File: src/rtl/write_back_if.sv
// write_back_if: write-back stage bundle (selection controls, load data, rf write port)
// master: drives controls/data, observes writeData and the rf_* port
// slave:  consumes controls/data, produces writeData and the rf_* port
interface write_back_if #(parameter int DATA_W = 32);
  logic              MemtoReg;
  logic [DATA_W-1:0] readData;
  logic [DATA_W-1:0] ALUResult;
  logic [1:0]        LoadSize;
  logic              LoadUnsigned;
  logic              Link;
  logic [DATA_W-1:0] PCPlus4;
  logic [1:0]        RegDst;
  logic [4:0]        rt;
  logic [4:0]        rd;
  logic              RegWrite;
  logic [DATA_W-1:0] writeData;
  logic              rf_we;
  logic [4:0]        rf_waddr;
  logic [DATA_W-1:0] rf_wdata;
  modport master (
    output MemtoReg, readData, ALUResult, LoadSize, LoadUnsigned, Link, PCPlus4,
           RegDst, rt, rd, RegWrite,
    input  writeData, rf_we, rf_waddr, rf_wdata
  );
  modport slave (
    input  MemtoReg, readData, ALUResult, LoadSize, LoadUnsigned, Link, PCPlus4,
           RegDst, rt, rd, RegWrite,
    output writeData, rf_we, rf_waddr, rf_wdata
  );
endinterface

File: src/rtl/write_back.sv
// write_back: MIPS write-back select with sub-word load extension and a registered, $0-guarded rf write port
// clk   : rising-edge clock for the rf_* registers
// rst_n : asynchronous active-low reset, clears rf_we/rf_waddr/rf_wdata
// wb    : write_back_if slave (controls and data in, writeData and rf_* out)
module write_back #(
  parameter int         DATA_W   = 32,
  parameter logic [4:0] LINK_REG = 5'd31
) (
  input logic       clk,
  input logic       rst_n,
  write_back_if.slave wb
);
  logic [15:0]       half_c;
  logic [7:0]        byte_c;
  logic [DATA_W-1:0] load_c;
  logic [DATA_W-1:0] wdata_c;
  logic [4:0]        waddr_c;
  logic              rf_we_d, rf_we_q;
  logic [4:0]        rf_waddr_q;
  logic [DATA_W-1:0] rf_wdata_q;
  // Lane muxes use only the byte address, so unselected lanes never leak into the result.
  always_comb begin
    half_c  = wb.ALUResult[1] ? wb.readData[31:16] : wb.readData[15:0];
    byte_c  = wb.ALUResult[1] ? (wb.ALUResult[0] ? wb.readData[31:24] : wb.readData[23:16])
                              : (wb.ALUResult[0] ? wb.readData[15:8]  : wb.readData[7:0]);
    load_c  = (wb.LoadSize == 2'b01) ? {{16{~wb.LoadUnsigned & half_c[15]}}, half_c} :
              (wb.LoadSize == 2'b10) ? {{24{~wb.LoadUnsigned & byte_c[7]}}, byte_c} :
                                       wb.readData;
    wdata_c = wb.Link ? wb.PCPlus4 : (wb.MemtoReg ? load_c : wb.ALUResult);
    waddr_c = (wb.RegDst == 2'b00) ? wb.rt : (wb.RegDst == 2'b01) ? wb.rd : LINK_REG;
    rf_we_d = wb.RegWrite && (waddr_c != 5'd0);
  end
  always_ff @(posedge clk or negedge rst_n) begin
    if (!rst_n) begin
      rf_we_q    <= 1'b0;
      rf_waddr_q <= 5'd0;
      rf_wdata_q <= '0;
    end else begin
      rf_we_q    <= rf_we_d;
      rf_waddr_q <= waddr_c;
      rf_wdata_q <= wdata_c;
    end
  end
  assign wb.writeData = wdata_c;
  assign wb.rf_we     = rf_we_q;
  assign wb.rf_waddr  = rf_waddr_q;
  assign wb.rf_wdata  = rf_wdata_q;
endmodule

File: src/flat_wrapper.sv
// flat-port wrapper written by rule: the top's interface ports become plain ports
module write_back_flat 
#(
  parameter int         DATA_W   = 32,
  parameter logic [4:0] LINK_REG = 5'd31
)
  (clk, rst_n, wb_MemtoReg, wb_readData, wb_ALUResult, wb_LoadSize, wb_LoadUnsigned, wb_Link, wb_PCPlus4, wb_RegDst, wb_rt, wb_rd, wb_RegWrite, wb_writeData, wb_rf_we, wb_rf_waddr, wb_rf_wdata);
  write_back_if #(.DATA_W(DATA_W)) wb_i ();
  input logic clk;
  input logic rst_n;
  input wire logic [$bits(wb_i.MemtoReg)-1:0] wb_MemtoReg;
  input wire logic [$bits(wb_i.readData)-1:0] wb_readData;
  input wire logic [$bits(wb_i.ALUResult)-1:0] wb_ALUResult;
  input wire logic [$bits(wb_i.LoadSize)-1:0] wb_LoadSize;
  input wire logic [$bits(wb_i.LoadUnsigned)-1:0] wb_LoadUnsigned;
  input wire logic [$bits(wb_i.Link)-1:0] wb_Link;
  input wire logic [$bits(wb_i.PCPlus4)-1:0] wb_PCPlus4;
  input wire logic [$bits(wb_i.RegDst)-1:0] wb_RegDst;
  input wire logic [$bits(wb_i.rt)-1:0] wb_rt;
  input wire logic [$bits(wb_i.rd)-1:0] wb_rd;
  input wire logic [$bits(wb_i.RegWrite)-1:0] wb_RegWrite;
  output wire logic [$bits(wb_i.writeData)-1:0] wb_writeData;
  output wire logic [$bits(wb_i.rf_we)-1:0] wb_rf_we;
  output wire logic [$bits(wb_i.rf_waddr)-1:0] wb_rf_waddr;
  output wire logic [$bits(wb_i.rf_wdata)-1:0] wb_rf_wdata;
  assign wb_i.MemtoReg = wb_MemtoReg;
  assign wb_i.readData = wb_readData;
  assign wb_i.ALUResult = wb_ALUResult;
  assign wb_i.LoadSize = wb_LoadSize;
  assign wb_i.LoadUnsigned = wb_LoadUnsigned;
  assign wb_i.Link = wb_Link;
  assign wb_i.PCPlus4 = wb_PCPlus4;
  assign wb_i.RegDst = wb_RegDst;
  assign wb_i.rt = wb_rt;
  assign wb_i.rd = wb_rd;
  assign wb_i.RegWrite = wb_RegWrite;
  assign wb_writeData = wb_i.writeData;
  assign wb_rf_we = wb_i.rf_we;
  assign wb_rf_waddr = wb_i.rf_waddr;
  assign wb_rf_wdata = wb_i.rf_wdata;
  write_back #(.DATA_W(DATA_W), .LINK_REG(LINK_REG)) u_core (.clk(clk), .rst_n(rst_n), .wb(wb_i));
endmodule
File: config.mk
export PLATFORM = sky130hd
export DESIGN_NAME = write_back_flat
export DESIGN_NICKNAME = d
export VERILOG_FILES = /design/src/rtl/write_back_if.sv /design/src/rtl/write_back.sv /design/src/flat_wrapper.sv
export SDC_FILE = /design/constraint.sdc
export NUM_CORES = 1
export LEC_CHECK = 0
export ABC_AREA = 1
export BUFFER_PORTS_ARGS = -buffer_cell sky130_fd_sc_hd__clkbuf_2
export CAP_MARGIN = 20
export CORE_UTILIZATION = 35
export DETAILED_ROUTE_END_ITERATION = 6
export PLACE_DENSITY = 0.72
export SLEW_MARGIN = 20
export SYNTH_ARGS = -nofsm -noshare
export SYNTH_HDL_FRONTEND = slang
export SYNTH_SLANG_ARGS = --single-unit
File: constraint.sdc
create_clock -name clk -period 2.33 [get_ports clk]
set_clock_uncertainty 0.1 [all_clocks]
set_input_delay 0.233 -clock clk [delete_from_list [all_inputs] [get_ports clk]]
set_output_delay 0.233 -clock clk [all_outputs]
set_load 0.01 [all_outputs]
==> results.py <==
metrics = {
    "placement": {
        "io_buffers": 185,
        "place_congestion": 0.918,
        "post-place-cells": 754,
        "pre_cts_ws_ns": 0.258,
        "hpwlAfterDp_mm": 7.61,
    },
    "clock_network": {
        "cts_hold_buf": 0,
        "clock_path_buffers": 2,
        "clkTransAtPathRegs_ns": 0.10,
        "clockRootBuffer": "clkbuf_8",
        "cts.sinks": 38,
        "htreeDepth": 2,
        "cts_setup_buffers": 0,
        "postCtsResizedCells": 0,
        "tritoncts": "done",
        "numCtsBuffers": 5,
    },
    "worst_setup_path": {
        "critPathLaunchType": "input pin",
        "crit_chain": "clkbuf_2 > inv_2 > nand2_1 > nand2_1 > nand3_2 > nand3_1 > nand2_1 > nand2_1 > clkbuf_2",
        "worst-path-buf-inv": 3,
        "setup.worst_path.class": "input pin to primary output",
        "worstSetupEndpointType": "primary output",
        "cp_max_fo": 24,
        "path_common_cell": "nand2_1",
        "crit_family": "simple AND/OR/NAND/NOR gates",
        "required_ns": 2.00,
        "crit_path_max_incr_delay_ns": 0.35,
        "slowest_stage": "nand3_2",
        "arrival_ns": 1.74,
    },
    "floorplanning": {
        "die_y_um": 92.8,
        "die_w_um": 92.8,
        "start_util": 0.367,
        "dieArea_um2": 8600,
        "pin_count": 186,
        "core_um2": 7850,
        "rows": 32,
    },
    "worst_hold_path": {
        "hp-class": "input pin to asynchronous set/reset pin",
    },
    "pwr": {
        "leakagePower_nw": 2.46,
        "p_sw_frac": 0.325,
        "internal_power_mw": 1.40,
        "ir_drop_uv": 225,
        "power_frac_seq": 0.351,
        "switchingPower_mw": 0.676,
        "clkPwrFrac": 0.335,
        "p_per_area_nw_per_um2": 525,
        "p_comb_frac": 0.314,
    },
    "finish": {
        "area_growth_pct": 37.5,
        "postLayoutCoreUtil": 0.505,
        "final_common_cell": "nand2_1",
        "diodes": 0,
        "final_cell_mix": "225 x nand2_1, 184 x clkbuf_2, 70 x nor2_1",
        "nNetsFinal": 775,
        "drive_above_1_share": 0.326,
        "layoutNonFillerInstCount": 762,
    },
    "global_route": {
        "grt_max_degree": 47,
        "overflow": 0,
        "antenna_found_initial": 0,
        "grt_pass1_wl_mm": 15.0,
        "first_global_vias": 3216,
        "gr-usage-all-layers": 0.218,
    },
    "flow_run": {
        "drv_cap": 0,
    },
    "synthesis": {
        "ys_types": 25,
        "synth-seq-cells": 38,
        "synth-main-ff-cell": "dfrtp_1",
        "synth_area_per_cell_um2": 5.88,
        "yosys_warnings": 0,
        "synth_edf_count": 0,
        "yosysSeqAreaShare": 0.330,
        "ys_async_sr_fraction": 1.00,
        "synth_cells": 490,
        "netlist_area_um2": 2880,
        "syn_nets": 606,
    },
    "routing": {
        "drtIter0Drc": 187,
        "drc_errors": 0,
        "wl_per_cell_um": 12.6,
        "viasPerCell": 4.67,
        "via_count": 3561,
        "drt_wl_total_mm": 9.64,
        "ant_nets": 0,
        "firstDrtPassIters": 6,
    },
    "timing": {
        "fin_crit_ns": 2.07,
        "setup_viol": 0,
        "slew_headroom": 0.400,
        "grt_setup_unrepaired": "false",
        "drv_slew": 0,
        "fin_crit_sh": 0.888,
        "setup_slack_ns": 0.261,
        "worstMarginPinSlew_ns": 0.900,
        "max_freq_ghz": 0.483,
        "finalSetupTns_ns": 0,
        "holdWs_ns": -0.0564,
        "hold_violations": 38,
    },
    "status": {
        "status": "finished, violations left",
        "violations": "negative hold slack",
    },
}
## stage by stage
| step | instance area [um2] | power [mW] |
|---|---|---|
| detailed placement | 3830 | 1.40 |
| global route | 3970 | 2.21 |
| floorplan | 2880 | 1.11 |
| CTS | 3970 | 2.10 |
| global placement | 3830 | 1.39 |
| finish | 3970 | 2.08 |
## layer usage
metal	global-route usage	part of all wire	wire length, um
met1	0.282	0.44	4270
met2	0.381	0.49	4730
met3	0.0271	0.053	508
met4	0.0577	0.014	135
met5	0	0	0
## registers in the layout, indices dropped and copies added, names as in the netlist
signal	flops
u_core.wb.rf_waddr	5
u_core.wb.rf_we	1
u_core.wb.rf_wdata	32
## synth_stat cells, types with 5 or more instances
cell type / count / share of area
inv_1: 32 / 0.042
o21ai_0: 13 / 0.023
nand2_1: 225 / 0.29
nor2_1: 70 / 0.091
clkbuf_1: 10 / 0.013
inv_2: 7 / 0.0091
nand3_1: 42 / 0.073
buf_2: 9 / 0.016
a21oi_1: 17 / 0.030
o22ai_1: 5 / 0.011
dfrtp_1: 38 / 0.33
## area by class of cell
class / count / area, um2
inverters: 44 / 173
well taps: 102 / 128
flip-flops and latches: 38 / 951
clock buffers: 5 / 68.8
repair buffers: 189 / 968
fillers: 860 / 3880
multi-input cells: 381 / 1610
clock inverters: 3 / 68.8
## power by group through the flow
stage          logic [mW]  registers [mW]  clock network (mW)
3_5_place_dp        0.655           0.745                   0
5_1_grt             0.730           0.735               0.740
6_report            0.653           0.731               0.697
2_1_floorplan       0.332           0.778                   0
4_1_cts             0.658           0.731               0.713
3_3_place_gp        0.650           0.743                   0
## cells by family after synthesis
logic type | count (synthesis) | share of synthesized area
buffers and inverters | 71 | 0.112
flip-flops | 38 | 0.330
AO/OA/AOI/OAI | 35 | 0.0629
AND/OR/NAND/NOR | 346 | 0.495
## path summary, 6_finish.rpt
check / from / end / depth (start not counted)
max: wb_ALUResult[1] / wb_writeData[17] / 9
min: rst_n / u_core.wb.rf_wdata[2] / 1
max in group asynchronous: rst_n / u_core.wb.rf_we / 1
min in group clk: wb_RegWrite / u_core.wb.rf_we / 3
No activity file was read; power rests on OpenSTA's default activity.
